**config.mk**
```make
export PLATFORM = sky130hd
export DESIGN_NAME = led_blink
export DESIGN_NICKNAME = d
export VERILOG_FILES = /design/src/rtl/led_blink.sv
export SDC_FILE = /design/constraint.sdc
export NUM_CORES = 1
export LEC_CHECK = 0
export ABC_AREA = 1
export CORE_MARGIN = 3
export CORE_UTILIZATION = 40
export CTS_BUF_LIST = sky130_fd_sc_hd__clkbuf_8 sky130_fd_sc_hd__clkbuf_16
export DETAILED_ROUTE_END_ITERATION = 10
export GPL_TIMING_DRIVEN = 1
export MAX_ROUTING_LAYER = met4
export PLACE_DENSITY = 0.57
export SLEW_MARGIN = 5
export SYNTH_ARGS = -nofsm -noshare
export SYNTH_HDL_FRONTEND = slang
export SYNTH_SLANG_ARGS = --single-unit
```
**constraint.sdc**
```tcl
create_clock -name i_Clk -period 1.61 [get_ports i_Clk]
set_input_delay 0.322 -clock i_Clk [delete_from_list [all_inputs] [get_ports i_Clk]]
set_output_delay 0.322 -clock i_Clk [all_outputs]
set_load 0.05 [all_outputs]
```
**src/rtl/led_blink.sv**
```systemverilog
// Four-channel free-running LED blinker.
// Each channel toggles its LED every COUNT_k clock cycles.
module led_blink #(
   parameter logic [31:0] g_COUNT_10HZ = 32'd1250000,
   parameter logic [31:0] g_COUNT_5HZ  = 32'd2500000,
   parameter logic [31:0] g_COUNT_2HZ  = 32'd6250000,
   parameter logic [31:0] g_COUNT_1HZ  = 32'd12500000
) (
   input  logic i_Clk,
   input  logic i_Rst_L,
   output logic o_LED_1,
   output logic o_LED_2,
   output logic o_LED_3,
   output logic o_LED_4
);

   localparam logic [31:0] COUNT [4] = '{
      g_COUNT_10HZ, g_COUNT_5HZ, g_COUNT_2HZ, g_COUNT_1HZ
   };

   logic [3:0] led;

   for (genvar k = 0; k < 4; k++) begin : g_ch
      logic [31:0] cnt;
      logic        tog;

      // COUNT=1 leaves the compare at 0, so tog flips every edge
      always_ff @(posedge i_Clk or negedge i_Rst_L) begin
         if (!i_Rst_L) begin
            cnt <= '0;
            tog <= 1'b0;
         end else if (cnt < COUNT[k] - 32'd1) begin
            cnt <= cnt + 32'd1;
         end else begin
            cnt <= '0;
            tog <= ~tog;
         end
      end

      assign led[k] = tog;
   end

   assign o_LED_1 = led[0];
   assign o_LED_2 = led[1];
   assign o_LED_3 = led[2];
   assign o_LED_4 = led[3];

endmodule

```
==> key figures, run 1 <==
Outcome
  – Status: completed

STA
  – Hold Slack: 0.346 ns
  – Slew Limit Fails: 0
  – Final min period: 1.55 ns
  – Final setup vio count: 0
  – Final worst-path cycle share: 96.3%
  – Worst Setup Slack, final: 0.0592 ns
  – Fmax: 645 MHz
  – Final Hold Viols: 0
  – Clk_skew: 0.0144 ns
  – TNS Setup: 0 ns

Final layout
  – Area growth, synth to finish: 22.1%
  – Number of diodes: 0
  – Finished Layout Cells: 1016
  – # fillers: 1410
  – Post-route cell area: 0.00774 sq mm
  – Fin util: 50.4%
  – NumNets Final: 798
  – Reg area: 0.00330 sq mm
  – Multi-input gate area: 0.00303 sq mm
  – Share of cells above drive strength 1: 17.1%

Logic synthesis
  – Post-Synthesis Cells: 717
  – Number of synthesized flops with an enable pin: 0
  – Avg Synthesized Cell Area: 8.85 sq um
  – Top_reg_cell synth: dfrtp_1
  – Synthesized area: 0.00634 sq mm
  – Most common cell in the netlist: nor2_1
  – Largest cells by area after synthesis: dfrtp_1, nor2_1, nand2_1
  – Register bit total from synthesis: 132
  – Cell variety after synth: 33
  – Sequential element share of the synthesized area: 52.1%
  – Synth area leader: dfrtp_1
  – Yosys top cell area share: 52.1%
  – Post-synth top cells: nor2_1, nand2_1, dfrtp_1, inv_1, nand3_1
  – Synth async-reset ratio: 100%
  – Syn. warnings: 0

Detailed routing
  – Vias: 4716
  – Final WL: 11900 um
  – Vias per cell: 4.64
  – Initial drt markers: 329
  – Drt pass-1 iters: 5
  – Routed len/inst: 11.7 um
  – Detail Route Antenna Nets: 0
  – Drc violations: 0

Placed design
  – Placed Area: 0.00688 sq mm
  – Final HPWL DP: 8060 um
  – Dpl ws: 0.0157 ns
  – Dpl cells: 978
  – GPL Wtd Cong: 0.896
  – Port Buffer Count: 5

Clocking
  – Maximum buffer depth of the clock tree: 2
  – Clock sinks: 132
  – Worst skew pair latency: 0.42 ns
  – CTS tree: done
  – Htree depth: 4
  – Clock-pin slew on the worst setup and hold paths: 0.06 ns
  – CTS root buffer: clkbuf_16
  – CTS Buf Count: 17

Die
  – Die height: 132 um
  – I/O pin count: 6
  – FP Rows: 45
  – Starting density of the core: 41.3%
  – Die area: 0.0174 sq mm
  – Core box area: 0.0154 sq mm
  – Die W: 132 um

Setup path
  – Crit path kind: flop to flop
  – Setup crit start kind: flop
  – CP arrival: 1.88 ns
  – Worst Path Max Fanout: 12
  – Critical path endpoint category: flop
  – FF-to-FF setup slack: 0.06 ns
  – Required time of the critical path: 1.94 ns

Global routing
  – Grt total ovfl: 0
  – Vias in the first global route: 4626
  – First-pass GRT wire length: 20400 um
  – Initial antenna violation count: 0
  – GRT Util Overall: 14.7%
  – Pin count of the biggest net entering global routing: 42

Power
  – Tot Pwr: 7.80 mW
  – Power per cell area: 1010 mW/mm^2
  – VDD IR-drop max: 782 uV
  – LEAKAGE: 3.21 nW

Flow run
  – Maxcap violations: 0

Hold path
  – Worst min path class: input port to async pin
## worst paths after layout
path,from,end,cells after the start
worst max register to register,g_ch[3].cnt[31],g_ch[3].cnt[13],5
worst max-delay path,g_ch[3].cnt[31],g_ch[3].cnt[13],5
max in group asynchronous,i_Rst_L,g_ch[0].cnt[28],3
worst min register to register,g_ch[2].cnt[0],g_ch[2].cnt[0],1
worst min-delay path,i_Rst_L,g_ch[3].cnt[2],2
min in group i_Clk,g_ch[2].cnt[0],g_ch[2].cnt[0],1
## cell families (layout without fill, tap and decap cells)
kind of cell | count (synthesis) | after routing | share of synthesized area, %
other cells | 1 | 38 | 0.0591
buf+inv | 73 | 123 | 5.03
xor+xnor | 62 | 62 | 8.56
compound gates | 18 | 18 | 1.64
flops | 132 | 132 | 52.1
fa+ha+maj | 4 | 4 | 0.789
simple gates | 427 | 428 | 31.9
## per-layer routing
metal	part of all wire [%]	wire, um	global-route usage, %	vias to the layer above
met2	47	5580	22.2	66
met5	0	0	-	-
met4	2.4	291	6.13	0
met1	48	5680	18.5	2238
li1	-	-	-	2385
met3	3.0	362	4.35	27
## sequential cells by signal, summed over array words and instances (netlist names)
signal,cells
o_LED_1,1
o_LED_4,1
g_ch.cnt,128
o_LED_3,1
o_LED_2,1
## where the power goes
part           internal, mW  leakage [nW]  switching, mW
clock                  2.85         0.331           1.40
sequential             3.38          1.74         0.0207
combinational        0.0457          1.14          0.119
## critical path: stages (launching register included)
cell	delay, ns
dfrtp_1	0.36
nor4_1	0.30
nand2_1	0.12
nor2_2	0.36
nand2_4	0.19
nor2_1	0.15
## layout by cell type (no fill, tap or decap), types with 3 or more instances in the layout
master,synthesis,routed
nand4_1,20,20
xor2_1,41,41
nor2_1,141,133
a21oi_1,8,7
buf_4,4,20
nand3_1,44,43
dfrtp_1,132,132
nor3_1,24,24
nor2_4,4,7
bufinv_16,0,5
xnor2_1,21,21
inv_1,60,64
nor3_2,11,8
clkbuf_8,0,3
nand3_2,7,6
nor2_2,25,30
o21ai_0,4,3
conb_1,1,38
inv_2,5,5
nand2_2,6,10
ha_4,0,3
nor3_4,2,5
buf_12,0,4
nand2_4,2,3
nand2_1,133,127
clkbuf_16,0,17
## area by class of cell
type,count,area share [%]
repair buffers,26,3.25
clock buffers,20,6.03
clock inverters,12,2.41
multi-input cells,550,39.1
well taps,211,3.41
flip-flops and latches,132,42.6
inverters,65,3.15
## what timing repair did
action,4_1_cts,5_1_grt
gates cloned,0,1
setup endpoints to repair,2,77
resized for setup,3,33
buffers inserted,0,4
hold buffers,1,0
pin swaps,0,10
hold endpoints to repair,15,0
No activity file was read; power rests on OpenSTA's default activity.
==> run 2, diff against run 1 <==
DONT_BUFFER_PORTS = 1   (was not set)
PLACE_DENSITY = 0.56   (was 0.57)
==> run 2 against run 1 <==
The flow now finishes with violations (hold timing). Sequential share of layout area grew 1.1 points. Cell count shrank 1.3%. Clock skew shrank 0.0074 ns. First-iteration DRC count shrank 8.2%. Setup slack gained 0.061 ns. Non-clock buffer count shrank 11. Register-to-register slack gained 0.06 ns. Utilization shrank 1.3 points. Sequential power is essentially flat. Critical path type unchanged. Largest cell class unchanged. Highest routed layer unchanged.
==> key figures, run 2 (synthesized netlist as in run 1, its figures left out) <==
STA
  – Hold Slack: -0.400 ns (was 0.346 ns)
  – Unrepaired setup endpoints after global routing: yes
  – Clk_skew: 0.00706 ns (was 0.0144 ns)
  – Relative slew margins: 65.3%
  – TNS Setup: 0 ns (unchanged)
  – Final Hold Viols: 132 (was 0)
  – Final setup vio count: 0 (unchanged)
  – Final min period: 1.49 ns (was 1.55 ns)
  – Final worst-path cycle share: 92.5% (was 96.3%)
  – Slew Limit Fails: 0 (unchanged)
  – Fmax: 671 MHz (was 645 MHz)
  – Worst slew pin tran: 0.521 ns

Global routing
  – GRT Util Overall: 14.3% (was 14.7%)
  – Grt total ovfl: 0 (unchanged)
  – First-pass GRT wire length: 20000 um (was 20400 um)
  – Vias in the first global route: 4566 (was 4626)
  – Pin count of the biggest net entering global routing: 133 (was 42)
  – Initial antenna violation count: 0 (unchanged)

Final layout
  – Area growth, synth to finish: 19.0% (was 22.1%)
  – Most common cell after layout, fill and taps aside: nor2_1 (unchanged)
  – # fillers: 1418 (was 1410)
  – Number of diodes: 0 (unchanged)
  – Max reg flops: 128 (unchanged)
  – Most frequent cells in the layout: nor2_1, dfrtp_1, nand2_1 (unchanged)
  – Share of cells above drive strength 1: 15.4% (was 17.1%)
  – Most flops, register: g_ch.cnt (unchanged)
  – NumNets Final: 787 (was 798)
  – Fin util: 49.1% (was 50.4%)
  – Finished Layout Cells: 1003 (was 1016)

Detailed routing
  – Final WL: 11500 um (was 11900 um)
  – Initial drt markers: 302 (was 329)
  – Vias: 4639 (was 4716)
  – Detail Route Antenna Nets: 0 (unchanged)
  – Drc violations: 0 (unchanged)
  – Drt pass-1 iters: 6 (was 5)
  – Routed len/inst: 11.5 um (was 11.7 um)
  – Vias per cell: 4.63 (was 4.64)

Clocking
  – Htree depth: 4 (unchanged)
  – Worst skew pair latency: 0.42 ns (about the same)
  – Maximum buffer depth of the clock tree: 2 (unchanged)
  – CTS Buf Count: 17 (unchanged)
  – Clock sinks: 132 (unchanged)
  – Clock-pin slew on the worst setup and hold paths: 0.06 ns (about the same)
  – CTS root buffer: clkbuf_16 (unchanged)
  – CTS tree: done (unchanged)

Setup path
  – Setup crit start kind: flop (unchanged)
  – CP Cell Sequence: ha_4, nand2_1, nor2_4, nand3_4, nor3_4, xor2_1, nor2_1 (was nor4_1, nand2_1, nor2_2, nand2_4, nor2_1)
  – Delay-heaviest family, CP: simple AND/OR/NAND/NOR gates (unchanged)
  – Reg-to-Reg Start: g_ch[2].cnt[0] (was g_ch[3].cnt[31])
  – Slowest CP cell: dfrtp_1 (unchanged)
  – CP startpoint: g_ch[2].cnt[0] (was g_ch[3].cnt[31])
  – Worst Path Max Fanout: 4 (was 12)
  – Critical path endpoint category: flop (unchanged)
  – Crit-path max cell delay: 0.40 ns (was 0.36 ns)
  – CP bufs+invs: 0 (unchanged)
  – Required time of the critical path: 1.91 ns (was 1.94 ns)
  – CP arrival: 1.79 ns (was 1.88 ns)
  – Crit path kind: flop to flop (unchanged)

Placed design
  – GPL Wtd Cong: 0.829 (was 0.896)
  – Dpl cells: 967 (was 978)
  – Final HPWL DP: 7660 um (was 8060 um)
  – Port Buffer Count: 0 (was 5)

Die
  – Core box area: 0.0154 sq mm (unchanged)
  – Starting density of the core: 41.3% (unchanged)
  – Die height: 132 um (unchanged)
  – Die W: 132 um (unchanged)
  – FP Rows: 45 (unchanged)
  – Die area: 0.0174 sq mm (unchanged)
  – I/O pin count: 6 (unchanged)

Outcome
  – Status: finished, violations left (was completed)
  – Failing checks: hold timing

Power
  – Seq pwr share: 48.0% (was 43.5%)
  – Int Pwr: 5.73 mW (was 6.27 mW)
  – LEAKAGE: 3.09 nW (was 3.21 nW)
  – Clock power frac: 51.4% (was 54.4%)
  – Combinational share of power: 0.5% (was 2.1%)
  – Switch Pwr: 1.40 mW (was 1.54 mW)
  – Power per cell area: 944 mW/mm^2 (was 1010 mW/mm^2)
  – Tot Pwr: 7.13 mW (was 7.80 mW)
  – VDD IR-drop max: 818 uV (was 782 uV)
  – Switching share of power: 19.6% (was 19.7%)

Flow run
  – Maxcap violations: 0 (unchanged)

Hold path
  – Worst min path class: input port to async pin (unchanged)
## run 2: final timing paths
check,to,slack [ns],depth (start not counted)
worst max-delay path,g_ch[2].cnt[14],0.12,7
worst min-delay path,g_ch[3].cnt[7],-0.40,0
worst max register to register,g_ch[2].cnt[14],0.12,7
worst min register to register,g_ch[0].cnt[0],0.50,1
max in group asynchronous,g_ch[2].cnt[22],1.84,0
min in group i_Clk,g_ch[0].cnt[0],0.50,1
## run 2: worst register-to-register path: cells and delay by family, from the launching register on
kind / cells / cell delay (ns)
flops: 1 / 0.40
simple gates: 5 / 0.64
fa+ha+maj: 1 / 0.16
xor+xnor: 1 / 0.17
## run 2: power by group through the flow
| stage | Combinational, mW | Sequential [mW] | Clock (mW) |
|---|---|---|---|
| CTS | 0.0359 | 3.42 | 3.78 |
| global route | 0.0497 | 3.43 | 3.91 |
| global placement | 0.0353 | 3.48 | 0 |
| detailed placement | 0.0356 | 3.48 | 0 |
| finish | 0.0384 | 3.42 | 3.67 |
| floorplan | 0.0322 | 3.47 | 0 |
## run 2: metal layers
layer	global-route usage, %	share of wire, %	up-vias
met5	-	0	-
met4	5.43	1.3	0
met3	4.73	2.7	14
met2	22.6	48	43
met1	17.2	48	2216
li1	-	-	2366
## run 2: area by class of cell
class | count | area, sq um | share of cell area (%)
Timing Repair Buffer | 15 | 173 | 2.29
Clock inverter | 10 | 93.8 | 1.24
Tap cell | 211 | 264 | 3.50
Sequential cell | 132 | 3300 | 43.8
Clock buffer | 20 | 467 | 6.18
Inverter | 65 | 244 | 3.23
Multi-Input combinational cell | 550 | 3010 | 39.8
## run 2: repair_timing
item,CTS,global route
cloned,0,3
pin swaps,0,10
gates resized for setup,3,27
endpoints found under the hold margin,132,132
setup buffers,0,3
endpoints found under the setup margin,1,75
## run 2: per-stage QoR
step / area (sq um) / setup WS (ns)
after floorplan: 6480 / 0.154
after global placement: 6770 / 0.0365
after detailed placement: 6770 / 0.00648
after CTS: 7350 / 0.0161
after global routing: 7550 / -0.0141
final: 7550 / 0.120
==> run 3, diff against run 2 <==
PLACE_DENSITY = not set   (was 0.56)
==> run 3 against run 2 <==
The run still ends with hold timing left. Critical path depth rose by 3. Sequential power barely moved. Cell count rose by 0.60%. Total power rose by 4.1%. Critical path type unchanged.
==> key figures, run 3 (synthesized netlist as in run 1, its figures left out) <==
Global routing
  – GRT Max-Usage Layer: met2 (unchanged)
  – Pin count of the biggest net entering global routing: 133 (unchanged)
  – Met3 usage: 3.70% (was 4.73%)
  – GRT met2 Usage: 21.9% (was 22.6%)
  – Grt total ovfl: 0 (unchanged)
  – GRT Util Overall: 14.0% (was 14.3%)
  – M1 GR Usage: 17.3% (was 17.2%)
  – First-pass GRT wire length: 19700 um (was 20000 um)
  – Initial antenna violation count: 0 (unchanged)
  – Vias in the first global route: 4538 (was 4566)

Detailed routing
  – Drt pass-1 iters: 6 (unchanged)
  – Routed len/inst: 11.6 um (was 11.5 um)
  – Vias: 4677 (was 4639)
  – Drc violations: 0 (unchanged)
  – Detail Route Antenna Nets: 0 (unchanged)
  – Vias per cell: 4.64 (was 4.63)
  – Final WL: 11700 um (was 11500 um)
  – Initial drt markers: 378 (was 302)

STA
  – Worst slew pin tran: 0.525 ns (was 0.521 ns)
  – Clk_skew: 0.0125 ns (was 0.00706 ns)
  – Worst Setup Slack, final: 0.0402 ns (was 0.120 ns)
  – Relative slew margins: 65.0% (was 65.3%)
  – Fmax: 637 MHz (was 671 MHz)
  – Final Hold Viols: 132 (unchanged)
  – Slew Limit Fails: 0 (unchanged)
  – Final worst-path cycle share: 97.5% (was 92.5%)
  – Final min period: 1.57 ns (was 1.49 ns)
  – Final setup vio count: 0 (unchanged)
  – Hold Slack: -0.397 ns (was -0.400 ns)

Setup path
  – CP startpoint: g_ch[3].cnt[1] (was g_ch[2].cnt[0])
  – Required time of the critical path: 1.92 ns (was 1.91 ns)
  – Crit path kind: flop to flop (unchanged)
  – CP arrival: 1.88 ns (was 1.79 ns)
  – R2R cell count: 10 (was 7)
  – Reg-to-Reg Start: g_ch[3].cnt[1] (was g_ch[2].cnt[0])
  – Worst r2r dst: g_ch[3].cnt[1] (was g_ch[2].cnt[14])
  – Critical path endpoint category: flop (unchanged)
  – FF-to-FF setup slack: 0.04 ns (was 0.12 ns)
  – Setup crit start kind: flop (unchanged)
  – Worst Path Max Fanout: 6 (was 4)
  – Crit path to: g_ch[3].cnt[1] (was g_ch[2].cnt[14])

Die
  – I/O pin count: 6 (unchanged)
  – Die area: 0.0174 sq mm (unchanged)
  – FP Rows: 45 (unchanged)
  – Core box area: 0.0154 sq mm (unchanged)
  – Starting density of the core: 41.3% (unchanged)
  – Die height: 132 um (unchanged)
  – Die W: 132 um (unchanged)

Clocking
  – Clock sinks: 132 (unchanged)
  – CTS tree: done (unchanged)
  – Maximum buffer depth of the clock tree: 2 (unchanged)
  – Htree depth: 4 (unchanged)
  – CTS root buffer: clkbuf_16 (unchanged)
  – Clock-pin slew on the worst setup and hold paths: 0.06 ns (about the same)
  – Worst skew pair latency: 0.42 ns (about the same)
  – CTS Buf Count: 17 (unchanged)

Power
  – VDD IR-drop max: 765 uV (was 818 uV)
  – Power per cell area: 973 mW/mm^2 (was 944 mW/mm^2)
  – LEAKAGE: 3.09 nW (about the same)

Final layout
  – NumNets Final: 792 (was 787)
  – # fillers: 1432 (was 1418)
  – Most common cell after layout, fill and taps aside: nor2_1 (unchanged)
  – Finished Layout Cells: 1009 (was 1003)
  – Multi-input gate area: 0.00305 sq mm (was 0.00301 sq mm)
  – Number of diodes: 0 (unchanged)
  – Area growth, synth to finish: 20.2% (was 19.0%)
  – Most flops, register: g_ch.cnt (unchanged)
  – Max reg flops: 128 (unchanged)
  – Share of cells above drive strength 1: 16.7% (was 15.4%)
  – Reg area: 0.00330 sq mm (unchanged)
  – Most frequent cells in the layout: nor2_1, dfrtp_1, nand2_1 (unchanged)

Flow run
  – Maxcap violations: 0 (unchanged)

Hold path
  – Worst min path class: input port to async pin (unchanged)

Outcome
  – Status: finished, violations left (unchanged)
  – Failing checks: hold timing (unchanged)

Placed design
  – Port Buffer Count: 0 (unchanged)
  – Dpl ws: -0.00712 ns (was 0.00648 ns)
  – Final HPWL DP: 7660 um (about the same)
  – GPL Wtd Cong: 0.959 (was 0.829)
  – Dpl cells: 968 (was 967)
-- run 3: changes by cell type in the layout (fill, tap and decap cells not counted), sizes merged --
cell / delta
clkbuf: -5
clkinv: +4
inv: -4
nand2: +3
buf: +4
clkinvlp: +2
bufinv: +2
-- run 3: per-layer routing --
layer	part of all wire, %	up-vias
met3	3.3	18
li1	-	2383
met2	48	75
met5	0	-
met4	1.7	0
met1	47	2201
-- run 3: cell type report --
type	count	area share, %
inverter	65	3.20
timing repair buffer	17	1.94
tap	211	3.46
clock buffer	17	5.58
clock inverter	14	2.48
multi-input combinational	553	40.0
sequential	132	43.3
-- run 3: through the flow --
step,instance area (sq um),util (%),power [mW],hold slack (ns),TNS (ns)
floorplan,6480,-,3.51,0.0264,0
global placement,6750,43.9,3.51,0.0313,0
detailed placement,6750,43.9,3.52,0.0319,-0.0109
CTS,7380,48.0,7.53,-0.417,0
global route,7620,49.6,7.70,-0.420,-0.476
finish,7620,49.6,7.42,-0.397,0
-- run 3: worst min-delay path by stage --
stage	start	endpoint	slack, ns	cells past startpoint
2_1_floorplan	i_Rst_L	g_ch[0].cnt[0]	0.03	0
3_3_place_gp	i_Rst_L	g_ch[1].cnt[7]	0.03	0
3_5_place_dp	i_Rst_L	g_ch[1].cnt[4]	0.03	0
4_1_cts	i_Rst_L	g_ch[1].cnt[21]	-0.42	0
5_1_grt	i_Rst_L	g_ch[3].cnt[14]	-0.42	0
6_report	i_Rst_L	g_ch[3].cnt[23]	-0.40	0
-- run 3: timing repair --
item / CTS / global route
pin swaps: 1 / 13
setup buffers: 0 / 5
gates cloned: 0 / 5
hold endpoints to repair: 132 / 132
resized for setup: 2 / 32
endpoints found under the setup margin: 10 / 89
-- run 3: power breakdown --
part / total (mW) / leakage [nW] / internal [mW] / switching (mW)
Sequential: 3.42 / 1.74 / 3.38 / 0.0459
Combinational: 0.0387 / 1.05 / 0.0130 / 0.0257
Clock: 3.96 / 0.300 / 2.57 / 1.39
-- run 3: worst max-delay path, stage by stage, from the launching register on --
cell and delay [ns]:
dfrtp_1 0.38, ha_2 0.21, nand2_1 0.07, inv_2 0.12
nand2_4 0.08, nand2_1 0.07, nand3_1 0.08, nand2_2 0.14
nand2_8 0.12, nand2_4 0.14, nor2_1 0.05
